--- src/rtl/id_ex_skid_reg_if.sv ---
// Decode-to-execute handshake bundle: decode-side beat plus flush in, EX-side bundle out.
// slave = the pipeline register; master = the decode/EX environment that drives it.
interface id_ex_skid_reg_if #(
   parameter int DATA_W  = 32,
   parameter int RD_W    = 5,
   parameter int OP_W    = 4,
   parameter int SHAMT_W = 5
);
   logic                flush;

   logic                in_valid;
   logic                in_ready;
   logic [DATA_W-1:0]   in_pc;
   logic [DATA_W-1:0]   in_rs1;
   logic [DATA_W-1:0]   in_rs2;
   logic [DATA_W-1:0]   in_imm;
   logic [RD_W-1:0]     in_rd;
   logic [OP_W-1:0]     in_alu_op;
   logic                in_we;

   logic                out_valid;
   logic                out_ready;
   logic [DATA_W-1:0]   out_pc;
   logic [DATA_W-1:0]   out_rs1;
   logic [DATA_W-1:0]   out_rs2;
   logic [DATA_W-1:0]   out_imm;
   logic [SHAMT_W-1:0]  out_shamt;
   logic [RD_W-1:0]     out_rd;
   logic [OP_W-1:0]     out_alu_op;
   logic                out_we;

   modport slave (
      input  flush,
      input  in_valid, in_pc, in_rs1, in_rs2, in_imm, in_rd, in_alu_op, in_we,
      output in_ready,
      output out_valid, out_pc, out_rs1, out_rs2, out_imm, out_shamt, out_rd, out_alu_op, out_we,
      input  out_ready
   );

   modport master (
      output flush,
      output in_valid, in_pc, in_rs1, in_rs2, in_imm, in_rd, in_alu_op, in_we,
      input  in_ready,
      input  out_valid, out_pc, out_rs1, out_rs2, out_imm, out_shamt, out_rd, out_alu_op, out_we,
      output out_ready
   );
endinterface

--- src/rtl/id_ex_skid_reg.sv ---
// ID->EX two-entry skid register; a beat accepted at edge N is on the outputs from cycle N+1.
// in_ready is a flop (~skid_v), so out_ready stalls are absorbed by the skid entry at full rate.
module id_ex_skid_reg #(
   parameter int DATA_W  = 32,
   parameter int RD_W    = 5,
   parameter int OP_W    = 4,
   parameter int SHAMT_W = 5
) (
   input  logic              clk,
   input  logic              rst,
   id_ex_skid_reg_if.slave   bus
);

   typedef struct packed {
      logic [DATA_W-1:0] pc;
      logic [DATA_W-1:0] rs1;
      logic [DATA_W-1:0] rs2;
      logic [DATA_W-1:0] imm;
      logic [RD_W-1:0]   rd;
      logic [OP_W-1:0]   alu_op;
      logic              we;
   } ent_t;

   ent_t  main_q;
   ent_t  skid_q;
   ent_t  in_ent;
   logic  main_v;
   logic  skid_v;

   logic  accept;
   logic  issue;
   logic  load_main_new;
   logic  load_main_skid;
   logic  load_skid;
   logic  main_v_n;
   logic  skid_v_n;

   assign in_ent = '{pc:     bus.in_pc,
                     rs1:    bus.in_rs1,
                     rs2:    bus.in_rs2,
                     imm:    bus.in_imm,
                     rd:     bus.in_rd,
                     alu_op: bus.in_alu_op,
                     we:     bus.in_we};

   assign accept = bus.in_valid & ~skid_v;
   assign issue  = main_v & bus.out_ready;

   // Flush suppresses every data load so a discarded beat never overwrites the held bundle.
   assign load_main_new  = ~bus.flush & accept & (~main_v | issue);
   assign load_main_skid = ~bus.flush & skid_v & issue;
   assign load_skid      = ~bus.flush & accept & main_v & ~issue;

   assign main_v_n = main_v ? (skid_v | accept | ~issue) : accept;
   assign skid_v_n = skid_v ? ~issue : load_skid;

   always_ff @(posedge clk) begin
      if (rst) begin
         main_v <= 1'b0;
         skid_v <= 1'b0;
      end else if (bus.flush) begin
         main_v <= 1'b0;
         skid_v <= 1'b0;
      end else begin
         main_v <= main_v_n;
         skid_v <= skid_v_n;
      end
   end

   always_ff @(posedge clk) begin
      if (rst) begin
         main_q <= '0;
      end else if (load_main_skid) begin
         main_q <= skid_q;
      end else if (load_main_new) begin
         main_q <= in_ent;
      end
   end

   // Skid contents are only meaningful while skid_v is set, so no reset is needed.
   always_ff @(posedge clk) begin
      if (load_skid) begin
         skid_q <= in_ent;
      end
   end

   assign bus.in_ready   = ~skid_v;
   assign bus.out_valid  = main_v;
   assign bus.out_pc     = main_q.pc;
   assign bus.out_rs1    = main_q.rs1;
   assign bus.out_rs2    = main_q.rs2;
   assign bus.out_imm    = main_q.imm;
   assign bus.out_shamt  = main_q.imm[SHAMT_W-1:0];
   assign bus.out_rd     = main_q.rd;
   assign bus.out_alu_op = main_q.alu_op;
   assign bus.out_we     = main_q.we & main_v & (|main_q.rd);

   a_no_skid_without_main: assert property (@(posedge clk) disable iff (rst) !(skid_v && !main_v));

endmodule
--- src/flat_wrapper.sv ---
// flat-port wrapper written by rule: the top's interface ports become plain ports
module id_ex_skid_reg_flat 
#(
   parameter int DATA_W  = 32,
   parameter int RD_W    = 5,
   parameter int OP_W    = 4,
   parameter int SHAMT_W = 5
)
  (clk, rst, bus_flush, bus_in_valid, bus_in_pc, bus_in_rs1, bus_in_rs2, bus_in_imm, bus_in_rd, bus_in_alu_op, bus_in_we, bus_in_ready, bus_out_valid, bus_out_pc, bus_out_rs1, bus_out_rs2, bus_out_imm, bus_out_shamt, bus_out_rd, bus_out_alu_op, bus_out_we, bus_out_ready);
  id_ex_skid_reg_if #(.DATA_W(DATA_W), .RD_W(RD_W), .OP_W(OP_W), .SHAMT_W(SHAMT_W)) bus_i ();
  input  logic clk;
  input  logic rst;
  input wire logic [$bits(bus_i.flush)-1:0] bus_flush;
  input wire logic [$bits(bus_i.in_valid)-1:0] bus_in_valid;
  input wire logic [$bits(bus_i.in_pc)-1:0] bus_in_pc;
  input wire logic [$bits(bus_i.in_rs1)-1:0] bus_in_rs1;
  input wire logic [$bits(bus_i.in_rs2)-1:0] bus_in_rs2;
  input wire logic [$bits(bus_i.in_imm)-1:0] bus_in_imm;
  input wire logic [$bits(bus_i.in_rd)-1:0] bus_in_rd;
  input wire logic [$bits(bus_i.in_alu_op)-1:0] bus_in_alu_op;
  input wire logic [$bits(bus_i.in_we)-1:0] bus_in_we;
  output wire logic [$bits(bus_i.in_ready)-1:0] bus_in_ready;
  output wire logic [$bits(bus_i.out_valid)-1:0] bus_out_valid;
  output wire logic [$bits(bus_i.out_pc)-1:0] bus_out_pc;
  output wire logic [$bits(bus_i.out_rs1)-1:0] bus_out_rs1;
  output wire logic [$bits(bus_i.out_rs2)-1:0] bus_out_rs2;
  output wire logic [$bits(bus_i.out_imm)-1:0] bus_out_imm;
  output wire logic [$bits(bus_i.out_shamt)-1:0] bus_out_shamt;
  output wire logic [$bits(bus_i.out_rd)-1:0] bus_out_rd;
  output wire logic [$bits(bus_i.out_alu_op)-1:0] bus_out_alu_op;
  output wire logic [$bits(bus_i.out_we)-1:0] bus_out_we;
  input wire logic [$bits(bus_i.out_ready)-1:0] bus_out_ready;
  assign bus_i.flush = bus_flush;
  assign bus_i.in_valid = bus_in_valid;
  assign bus_i.in_pc = bus_in_pc;
  assign bus_i.in_rs1 = bus_in_rs1;
  assign bus_i.in_rs2 = bus_in_rs2;
  assign bus_i.in_imm = bus_in_imm;
  assign bus_i.in_rd = bus_in_rd;
  assign bus_i.in_alu_op = bus_in_alu_op;
  assign bus_i.in_we = bus_in_we;
  assign bus_in_ready = bus_i.in_ready;
  assign bus_out_valid = bus_i.out_valid;
  assign bus_out_pc = bus_i.out_pc;
  assign bus_out_rs1 = bus_i.out_rs1;
  assign bus_out_rs2 = bus_i.out_rs2;
  assign bus_out_imm = bus_i.out_imm;
  assign bus_out_shamt = bus_i.out_shamt;
  assign bus_out_rd = bus_i.out_rd;
  assign bus_out_alu_op = bus_i.out_alu_op;
  assign bus_out_we = bus_i.out_we;
  assign bus_i.out_ready = bus_out_ready;
  id_ex_skid_reg #(.DATA_W(DATA_W), .RD_W(RD_W), .OP_W(OP_W), .SHAMT_W(SHAMT_W)) u_core (.clk(clk), .rst(rst), .bus(bus_i));
endmodule
--- config.mk ---
export PLATFORM = sky130hd
export DESIGN_NAME = id_ex_skid_reg_flat
export DESIGN_NICKNAME = d
export VERILOG_FILES = /design/src/rtl/id_ex_skid_reg_if.sv /design/src/rtl/id_ex_skid_reg.sv /design/src/flat_wrapper.sv
export SDC_FILE = /design/constraint.sdc
export NUM_CORES = 1
export LEC_CHECK = 0
export ABC_AREA = 1
export BUFFER_PORTS_ARGS = -buffer_cell sky130_fd_sc_hd__buf_2
export CORE_UTILIZATION = 40
export CTS_BUF_LIST = sky130_fd_sc_hd__clkbuf_16
export DETAILED_ROUTE_END_ITERATION = 6
export PLACE_DENSITY = 0.62
export SETUP_SLACK_MARGIN = 0.05
export SLEW_MARGIN = 20
export SYNTH_ARGS = -nofsm -noshare
export SYNTH_HDL_FRONTEND = slang
export SYNTH_SLANG_ARGS = --single-unit
--- constraint.sdc ---
create_clock -name clk -period 4.1 [get_ports clk]
set_input_delay 0.205 -clock clk [delete_from_list [all_inputs] [get_ports clk]]
set_output_delay 0.205 -clock clk [all_outputs]
set_load 0.01 [all_outputs]
=== Word-level counts from Yosys, hierarchy flattened ===
Index checks and enable logic that the tools add are counted.

* Bits in registers: 278
* Bits of input ports: 143
* Output and inout port bits: 145
* Logic and storage cells: 40

* Multiplexer cells: 4
* Bitwise gates (word level): 17
* Reduce and logical (&&, ||, !) cells: 3

{| class="wikitable"
|+ Operator list
! kind !! count
|-
| two-way mux 138 bit || 2
|-
| AND 1 bit || 10
|-
| OR reduction 5 bit || 1
|-
| NOT 1 bit || 4
|-
| OR 1 bit || 3
|-
| two-way mux 1 bit || 2
|-
| nonzero test 2 bit || 1
|-
| OR reduction 2 bit || 1
|}

=== Depth between registers and ports, before layout ===
* Word-level depth: 6
* Mapped depth: 9
* Gate-level depth less buffers: 7

=== Worst setup path after synthesis ===
No wires, ideal clock.

* Path kind: register -> register
* Start point: register u_core.main_v (netlist: u_core.bus.out_valid)
* End point: register u_core.skid_q[0] (netlist name), enable pin
* Library setup time: 0.491 ns
* Arrival time: 3.346 ns
* Required time: 3.609 ns
* Path slack: 0.263 ns
* Stages on the path, launching flop included: 5
* Buffers on the path: 0
* Period minus slack after synthesis: 3.837 ns
* Cell sequence: dfxtp_1 nand2_1 inv_1 nand3_1 inv_1

* Word-level cells in the longest chain between the ends: 3
* Elaborated cells on any way between the ends: 4
* Classes of those cells: 4 x bitwise

{| class="wikitable"
|+ RTL lines
! what !! RTL line !! RTL
|-
| from (decl) || id_ex_skid_reg.sv:27 || <nowiki>logic main_v;</nowiki>
|-
| from (signal assigned) || id_ex_skid_reg.sv:65 || <nowiki>main_v <= main_v_n;</nowiki>
|-
| AND 1 bit || id_ex_skid_reg.sv:47 || <nowiki>assign issue = main_v & bus.out_ready;</nowiki>
|-
| NOT 1 bit || id_ex_skid_reg.sv:52 || <nowiki>assign load_skid = ~bus.flush & accept & main_v & ~issue;</nowiki>
|-
| AND 1 bit (*) || id_ex_skid_reg.sv:52 ||
|-
| via u_core.load_skid || id_ex_skid_reg.sv:34 || <nowiki>logic load_skid;</nowiki>
|-
| to (signal assigned) || id_ex_skid_reg.sv:83 || <nowiki>skid_q <= in_ent;</nowiki>
|-
| to (decl) || id_ex_skid_reg.sv:25 || <nowiki>ent_t skid_q;</nowiki>
|}

The timed path passes the listed nets; every way through them passes the cells marked *.
A chain may end at the register's enable or synchronous reset.

=== Worst setup path in the final report ===
* Start point: register u_core.main_v (netlist: u_core.bus.out_valid)
* End point: register u_core.main_q, in the netlist u_core.bus.out_rs2[1]

* Word-level cells in the longest chain between the ends: 4
* Elaborated cells on any way between the ends: 7
* Classes of those cells: 1 x mux; 5 x bitwise; 1 x reduce/logical

{| class="wikitable"
|+ RTL lines
! what !! RTL line !! RTL
|-
| AND 1 bit / NOT 1 bit (equally long branches) || id_ex_skid_reg.sv:47, id_ex_skid_reg.sv:50 ||
|-
| OR 1 bit || id_ex_skid_reg.sv:50 || <nowiki>assign load_main_new = ~bus.flush & accept & (~main_v | issue);</nowiki>
|-
| AND 1 bit || id_ex_skid_reg.sv:50 ||
|-
| nonzero test 2 bit (no source line) || - ||
|-
| to (signal assigned) || id_ex_skid_reg.sv:74 || <nowiki>main_q <= skid_q;</nowiki>
|-
| to (signal assigned) || id_ex_skid_reg.sv:76 || <nowiki>main_q <= in_ent;</nowiki>
|-
| to (decl) || id_ex_skid_reg.sv:24 || <nowiki>ent_t main_q;</nowiki>
|}

Several ways; a longest one is shown, not always the timed one.

==> results.sh <==
export IMPL_status="completed"
export IMPL_route_detailed_drc=0
export IMPL_combPwrFrac=0.111
export IMPL_hold_buffers=138
export IMPL_crit_path_start="u_core.bus.out_valid$_SDFF_PP0_"
export IMPL_antenna_found_initial=1
export IMPL_grt_pass1_vias=10300
export IMPL_path_buf_inv=3
export IMPL_tritoncts="yes"
export IMPL_grt_busiest_layer="met2"
export IMPL_reg2reg_from="u_core.bus.out_valid$_SDFF_PP0_"
export IMPL_irDropWorstVdd_v=0.000256
export IMPL_r2r_setup_slack_ns=1.52
export IMPL_pwr_share_clk=0.425
export IMPL_antenna_left=0
export IMPL_fill_cells=3168
export IMPL_seq_power_share=0.464
export IMPL_crit_path_end_kind="flop"
export IMPL_synthCells=1659
export IMPL_period_needed_ns=2.58
export IMPL_wl_per_cell_um=14.0
export IMPL_clockBufferDepth=3
export IMPL_start_util=0.407
export IMPL_synth_seq_cells=278
export IMPL_fmax_mhz=388
export IMPL_crit_arrival_ns=3.00
export IMPL_cts_clk_slew_worst_paths_ns=0.06
export IMPL_core_area_sq_um=32500
export IMPL_synthesis_area_sq_um=13200
export IMPL_hold_path_class="input port to flop"
export IMPL_grt_overflow=0
export IMPL_clockRootBuffer="clkbuf_16"
export IMPL_numPortBuffers=287
export IMPL_place_congestion=0.786
export IMPL_internal_power_mw=5.04
export IMPL_max_slew_margin=0.390
export IMPL_cp_start_kind="flop"
export IMPL_worst_clock_skew_ns=0.0117
export IMPL_clock_latency_ns=0.50
export IMPL_finalHoldViolations=0
export IMPL_crit_type="flop to flop"
export IMPL_yosysUniqueCellTypes=18
export IMPL_layout_drive_gt1_share=0.185
export IMPL_p_leak_nw=7.88
export IMPL_grt_max_degree=116
export IMPL_drt_iter0_markers=649
export IMPL_crit_fanout=79
export IMPL_synth_warnings=0
export IMPL_grt_use_met2=0.333
export IMPL_synth_avg_cell_area_sq_um=7.99
export IMPL_tightestPinTransition_ns=0.915
export IMPL_grtUsageTotal=0.194
export IMPL_synth_seq_area_share=0.524
export IMPL_die_w_um=184
export IMPL_cp_top_family="buffers and inverters"
export IMPL_htreeDepth=2
export IMPL_hpwl_um=19500
export IMPL_vias=10600
export IMPL_critical_path_slowest_cell="buf_4"
export IMPL_finalSetupTns_ns=0
export IMPL_rows=66
export IMPL_p_per_area_nw_per_um2=409
export IMPL_place_ws_ns=1.55
export IMPL_whs_ns=0.0846
export IMPL_maxSlewViolCount=0
export IMPL_finalCritPeriodShare=0.628
export IMPL_finalNonFillerCells=2356
export IMPL_die_area_sq_um=33900
export IMPL_p_switching_mw=1.59
export IMPL_area_delta_synth_final_pct=22.3
export IMPL_path_cells="nand2_1 -> inv_4 -> buf_4 -> buf_4 -> nand3_1 -> nand2_1 -> nor2_1 -> nor2_1"
export IMPL_critPathRequiredTime_ns=4.52
export IMPL_routed_wl_um=33100
export IMPL_min_delay_start="bus_flush"
export IMPL_dr_pass1_iters=5
export IMPL_grt_pass1_wl_um=52900
export IMPL_vias_per_cell=4.51
export IMPL_cts_inserted_buffers=34
export IMPL_post_cts_resized=0
export IMPL_rsz0062_at_grt="no"
export IMPL_syn_num_nets=1802
export IMPL_netSwitchingFraction=0.240
export IMPL_die_h_um=184
export IMPL_post_cts_buffers=0
export IMPL_pin_count=288
export IMPL_nets=2031
export IMPL_setup_violations_final=0
export IMPL_use_met1=0.242
export IMPL_grt_use_met3=0.0329
export IMPL_dp_cells=2156
export IMPL_cpPeakStageDelay_ns=0.71
export IMPL_cts_sinks=278
export IMPL_fin_ws_ns=1.52
export IMPL_maxCapViolCount=0
-- through the flow --
| step | power [mW] | utilization | instance area, sq um |
|---|---|---|---|
| 3_3_place_gp | 3.75 | 0.423 | 13800 |
| 2_1_floorplan | 3.63 | - | 13200 |
| 6_report | 6.63 | 0.498 | 16200 |
| 5_1_grt | 6.92 | 0.498 | 16200 |
| 3_5_place_dp | 3.76 | 0.423 | 13800 |
| 4_1_cts | 6.71 | 0.498 | 16200 |
-- cell families after synthesis --
group / after synthesis / share of synthesized area
flip-flops: 278 / 0.524
AND/OR/NAND/NOR: 983 / 0.307
buffers and inverters: 396 / 0.168
AO/OA/AOI/OAI: 2 / 0.000756
-- cell usage after synthesis (all sizes together) --
cell,instances,area share
nand3,282,0.11
inv,148,0.042
nand2,420,0.12
clkinv,1,0.00028
buf,226,0.12
nor3,1,0.00038
clkbuf,21,0.0059
a21oi,2,0.00076
dfxtp,140,0.21
nor2,280,0.080
edfxtp,138,0.31
-- power by group through the flow --
| stage | clock network, mW | registers [mW] | logic (mW) |
|---|---|---|---|
| after floorplan | 0 | 3.12 | 0.511 |
| after global placement | 0 | 3.13 | 0.625 |
| after detailed placement | 0 | 3.13 | 0.631 |
| after CTS | 2.90 | 3.07 | 0.741 |
| after global routing | 3.01 | 3.08 | 0.832 |
| final | 2.82 | 3.07 | 0.736 |
-- final cells by class --
cell class | instances | area [sq um] | area share
Sequential cell | 278 | 6950 | 0.429
Clock buffer | 37 | 926 | 0.0571
Inverter | 149 | 569 | 0.0351
Antenna cell | 1 | 2.50 | 0.000154
Tap cell | 442 | 553 | 0.0341
Timing Repair Buffer | 440 | 2980 | 0.184
Clock inverter | 24 | 126 | 0.00780
Multi-Input combinational cell | 985 | 4100 | 0.253
-- flip-flops by register name, indices dropped and copies added, names as in the netlist --
name,flops
u_core.bus.out_rs1,32
u_core.skid_q,138
u_core.main_q,1
u_core.bus.out_pc,32
u_core.bus.out_alu_op,4
u_core.bus.out_rs2,32
u_core.bus.out_imm,32
u_core.bus.out_valid,1
u_core.skid_v,1
u_core.bus.out_rd,5
-- path summary, 6_finish.rpt --
check | to | cells past startpoint
setup / recovery | u_core.bus.out_rs2[1]$_SDFFE_PP0P_ | 8
hold / removal | u_core.skid_v$_SDFF_PP0_ | 4
setup reg to reg | u_core.bus.out_rs2[1]$_SDFFE_PP0P_ | 8
hold reg to reg | u_core.skid_v$_SDFF_PP0_ | 2
-- layout by cell type (no fill, tap or decap), types with 4 or more instances in the layout --
master           n
buf_4           11
buf_12           4
clkinv_1         9
nor2_1         278
nand2_1        419
clkbuf_16       37
nand3_1        281
buf_2          287
inv_1          153
dlygate4sd3_1  138
dfxtp_1        140
clkinv_2         4
edfxtp_1       138
-- worst register-to-register path: cells and delay by family (launching register included) --
| kind | cells | cell delay, ns |
|---|---|---|
| simple gates | 5 | 0.55 |
| flops | 1 | 0.41 |
| buf+inv | 3 | 1.54 |
-- layer usage --
layer | up-vias | routed length (um)
li1 | 5516 | -
met1 | 4754 | 14500
met2 | 278 | 15800
met3 | 67 | 1720
met4 | 0 | 1080
met5 | - | 0
Note: power is estimated with default switching activity, not from simulation.
